--- src/rtl/frame_drain_stats.sv ---
// Drains one FRAME_LEN-word frame from the packing buffer and reports sum/min/max until acknowledged.
// Optional FRAME_XOR_EN adds xor_out, the bitwise XOR of all frame words.
module frame_drain_stats #(
    parameter int DATA_W    = 16,
    parameter int FRAME_LEN = 32,
    parameter int SUM_W     = 21
) (
    input  logic              clk,
    input  logic              rstn,
    input  logic [DATA_W-1:0] word_in,
    input  logic              word_valid,
    output logic              word_enable,
    input  logic              result_ack,
    output logic [SUM_W-1:0]  sum_out,
    output logic [DATA_W-1:0] min_out,
    output logic [DATA_W-1:0] max_out,
    output logic [8:0]        word_count,
    output logic              frame_done
`ifdef FRAME_XOR_EN
    ,
    output logic [DATA_W-1:0] xor_out
`endif
);

    typedef enum logic [1:0] {
        IDLE  = 2'd0,
        DRAIN = 2'd1,
        LAST  = 2'd2,
        DONE  = 2'd3
    } state_t;

    state_t     state_reg;
    logic [8:0] issued_reg;
    logic       cap_pend_reg;
    logic       fire;

    assign fire = word_enable && word_valid;

    always_ff @(posedge clk or negedge rstn) begin
        if (!rstn) begin
            state_reg    <= IDLE;
            issued_reg   <= '0;
            cap_pend_reg <= 1'b0;
            word_enable  <= 1'b0;
            frame_done   <= 1'b0;
            sum_out      <= '0;
            min_out      <= '1;
            max_out      <= '0;
            word_count   <= '0;
`ifdef FRAME_XOR_EN
            xor_out      <= '0;
`endif
        end else begin
            // Read data arrives one cycle after the fire that requested it.
            cap_pend_reg <= fire;

            case (state_reg)
                IDLE: begin
                    if (word_valid) begin
                        state_reg   <= DRAIN;
                        word_enable <= 1'b1;
                        issued_reg  <= '0;
                        sum_out     <= '0;
                        min_out     <= '1;
                        max_out     <= '0;
                        word_count  <= '0;
`ifdef FRAME_XOR_EN
                        xor_out     <= '0;
`endif
                    end
                end
                DRAIN: begin
                    if (fire) begin
                        issued_reg <= issued_reg + 9'd1;
                        if (issued_reg == 9'(FRAME_LEN - 1)) begin
                            state_reg   <= LAST;
                            word_enable <= 1'b0;
                        end
                    end
                end
                LAST: begin
                    // Wait until the final word has been folded in before reporting.
                    if (!cap_pend_reg) begin
                        state_reg  <= DONE;
                        frame_done <= 1'b1;
                    end
                end
                DONE: begin
                    if (result_ack) begin
                        state_reg  <= IDLE;
                        frame_done <= 1'b0;
                    end
                end
                default: state_reg <= IDLE;
            endcase

            if (cap_pend_reg) begin
                sum_out    <= sum_out + SUM_W'(word_in);
                word_count <= word_count + 9'd1;
                if (word_in < min_out) min_out <= word_in;
                if (word_in > max_out) max_out <= word_in;
`ifdef FRAME_XOR_EN
                xor_out    <= xor_out ^ word_in;
`endif
            end
        end
    end

endmodule

--- config.mk ---
export PLATFORM = sky130hd
export DESIGN_NAME = frame_drain_stats
export DESIGN_NICKNAME = d
export VERILOG_FILES = /design/src/rtl/frame_drain_stats.sv
export SDC_FILE = /design/constraint.sdc
export NUM_CORES = 1
export LEC_CHECK = 0
export CELL_PAD_IN_SITES_DETAIL_PLACEMENT = 2
export CELL_PAD_IN_SITES_GLOBAL_PLACEMENT = 2
export CORE_UTILIZATION = 36
export DETAILED_ROUTE_END_ITERATION = 7
export PLACE_DENSITY = 0.9
export SLEW_MARGIN = 20
export SYNTH_ARGS = -nofsm -noshare
export SYNTH_HDL_FRONTEND = slang
export SYNTH_SLANG_ARGS = --single-unit
--- constraint.sdc ---
create_clock -name clk -period 3.55 [get_ports clk]
set_input_delay 0.355 -clock clk [delete_from_list [all_inputs] [get_ports clk]]
set_output_delay 0.355 -clock clk [all_outputs]
set_load 0.01 [all_outputs]
==> flow_summary_export.csv <==
group,metric,value,unit
synthesis,yosys_register_bits,76,
final_layout,regArea,1922,µm²
sta,min_period_over_period,75.79,%
drt,drtPass1Iterations,4,
placed_design,port_buffers,83,
final_layout,fillers,1437,
synthesis,synth_edf_count,0,
final_layout,drive_gt1_share,10.10,%
power_and_ir_drop,power.density,833.6,nW/µm²
grt,grt_overflow,0,
die,die_area,14180,µm²
clock_network,path_clk_slew,0.06,ns
final_layout,reg_top3,"sum_out: 21 flops, max_out: 16 flops, min_out: 16 flops",
placed_design,place_ws,0.5257,ns
critical_path,cp.depth,10,
synthesis,ys.flop_type,"dfrtp_1",
synthesis,synth.top_cell.area_share,30.42,%
die,coreArea,13300,µm²
sta,tightest_slew,0.7782,ns
clock_network,cts_root_buffer,"clkbuf_16",
final_layout,final_common_cell,"clkdlybuf4s50_1",
critical_path,path_buf_inv,2,
sta,fmax,371.7,MHz
critical_path,critical_path_class,"input pin to register",
clock_network,cts_setup_buffers,0,
final_layout,nets,673,
min_path,hold_class,"input pin to async pin",
synthesis,synth_area_leaders,"dfrtp_1, ha_1, dfstp_2, nand2_1, o21ai_0",
sta,setup_violations,0,
critical_path,crit_path_top_delay_cell,"clkdlybuf4s50_1",
critical_path,reg2regPathDepth,7,
critical_path,crit_top_cell,"o21ai_1",
final_layout,largest_register_ffs,21,
clock_network,cts_resized,0,
synthesis,async_reset_ff_share,100.0,%
die,die_h,119.1,µm
critical_path,max_stage_delay,0.63,ns
drt,wl,15.99,mm
final_layout,stdcell_count,780,
sta,slew_violations,0,
sta,timing.setup.tns,0,ns
clock_network,cts_buffers,9,
sta,timing.slew.headroom,48.12,%
clock_network,clockBufferDepth,2,
grt,antenna_found_initial,0,
drt,via_per_inst,5.540,
critical_path,worstPathMaxFanout,6,
synthesis,yosysTopAreaCell,"dfrtp_1",
sta,skew,0.004813,ns
synthesis,synth_area,4936,µm²
placed_design,dp_hpwl,11.80,mm
final_layout,antenna_cells,0,
critical_path,cp-start-kind,"input pin",
clock_network,cts_hold_buf,0,
sta,finalCriticalPeriod,2.691,ns
flow_run,cap_violations,0,
drt,vias,4321,
sta,finalHoldViolCount,0,
drt,drt_iter0_markers,172,
final_layout,multi_input_area,2759,µm²
synthesis,postSynthCellCount,517,
synthesis,syn-num-nets,591,
grt,grt_pass1_vias,4854,
power_and_ir_drop,peakVddDrop,330.5,µV
critical_path,cp-end-kind,"register",
power_and_ir_drop,total_power,5.161,mW
die,die_w,119.1,µm
final_layout,areaGrowthSynthToFinish,25.42,%
drt,ant_nets,0,
placed_design,gp_congestion,0.7933,
critical_path,crit_family,"compound AO/OA/AOI/OAI gates",
clock_network,clock-sinks,76,
clock_network,htreeDepth,3,
sta,postLayoutSetupSlackWorst,0.8593,ns
synthesis,yosys_warnings,0,
power_and_ir_drop,p_leak,2.871,nW
grt,grt_usage,24.15,%
clock_network,cts_tree,"yes",
final_layout,top_register,"sum_out",
grt,grt_first_pass_wirelength,26.30,mm
die,rows,42,
placed_design,dp.cells,764,
critical_path,worstPathCellList,"clkdlybuf4s50_1 > inv_1 > fa_1 > nor2b_1 > o211ai_1 > a21boi_1 > nor3_1 > o21ai_1 > and3_1 > o21ai_1",
die,initial_core_util,37.13,%
final_layout,most-common-layout-cells,"clkdlybuf4s50_1, nand2_1, dfrtp_1",
synthesis,yosysSeqAreaShare,38.94,%
grt,grt_max_degree,77,
sta,rsz0062_at_grt,"false",
die,io_pins,84,
critical_path,crit_required,3.77,ns
clock_network,clk_latency,0.34,ns
run_status,status,"completed",
synthesis,avgSynthCellArea,9.547,µm²
synthesis,ys_types,60,
critical_path,cp.arrival,2.92,ns
drt,remaining_drc_errors,0,
drt,wl_per_cell,20.50,µm
routing by layer:
metal | GRT usage [%] | share of wire [%] | vias up
met5 | 0 | 0 | -
met4 | 8.940 | 1.9 | 0
met3 | 3.065 | 2.6 | 19
met2 | 43.60 | 52 | 80
met1 | 29.09 | 43 | 2214
li1 | - | - | 2008
logic make-up (layout without fill, tap and decap cells):
logic type	count (synthesis)	in the layout	share of synthesized area (%)
AO/OA/AOI/OAI	140	140	19.65
multiplexers	21	21	5.247
AND/OR/NAND/NOR	151	151	14.32
buffers and inverters	59	146	5.171
flip-flops	76	76	38.94
XOR/XNOR	16	16	2.839
adder cells (fa/ha/maj)	54	54	13.84
worst paths after layout:
kind,slack (ns),endpoint,startpoint
min,0.05,word_count[6]$_DFFE_PN0P_,rstn
max,0.86,sum_out[18]$_DFFE_PN0P_,word_in[1]
max in group asynchronous,3.00,issued_reg[7]$_DFFE_PN0P_,rstn
min in group clk,0.50,word_count[8]$_DFFE_PN0P_,word_count[8]$_DFFE_PN0P_
min reg2reg,0.50,word_count[8]$_DFFE_PN0P_,word_count[8]$_DFFE_PN0P_
max reg2reg,0.96,min_out[2]$_DFF_PN1_,min_out[5]$_DFF_PN1_
area by class of cell:
class / instances / area share (%)
clock buffers: 14 / 4.103
clock inverters: 2 / 0.2021
inverters: 43 / 2.607
multi-input cells: 382 / 44.56
flip-flops and latches: 76 / 31.04
well taps: 176 / 3.557
repair buffers: 87 / 13.92
where the power goes:
part           switching (mW)  leakage [nW]  total (mW)  internal [mW]
Combinational            1.46          1.79        2.77           1.32
Sequential              0.303         0.954        1.53           1.23
Clock                   0.366         0.127       0.858          0.493
synth_stat cells, types with 5 or more instances:
cell	n
o21a_1	7
inv_1	42
nand4_1	10
xnor2_1	10
mux2_2	7
nand2_1	64
and3_1	6
nor3_1	5
dfrtp_1	60
o211ai_1	5
nor2_1	25
nor2b_1	5
dfstp_2	16
o21ai_0	33
a21o_1	19
mux2_4	8
xor2_1	6
a21oi_1	26
ha_1	53
nand3_1	21
a22o_1	17
mux2i_1	6
clkbuf_1	9
stage by stage:
step	instance area [µm²]	util (%)	hold slack (ns)
global placement	5921	44.53	0.4807
global route	6191	46.57	0.1160
finish	6191	46.57	0.05142
CTS	6187	46.54	0.2273
detailed placement	5921	44.53	0.4968
floorplan	4936	-	0.05941
worst reg2reg max path: stages, from the launching register on:
cell and delay, ns:
dfstp_2 0.53, inv_1 0.06, ha_1 0.31, a2111oi_0 0.50, nand2b_1 0.17, a21oi_2 0.26
buf_4 0.31, mux2_2 0.38
Note: power is estimated with default switching activity, not from simulation.
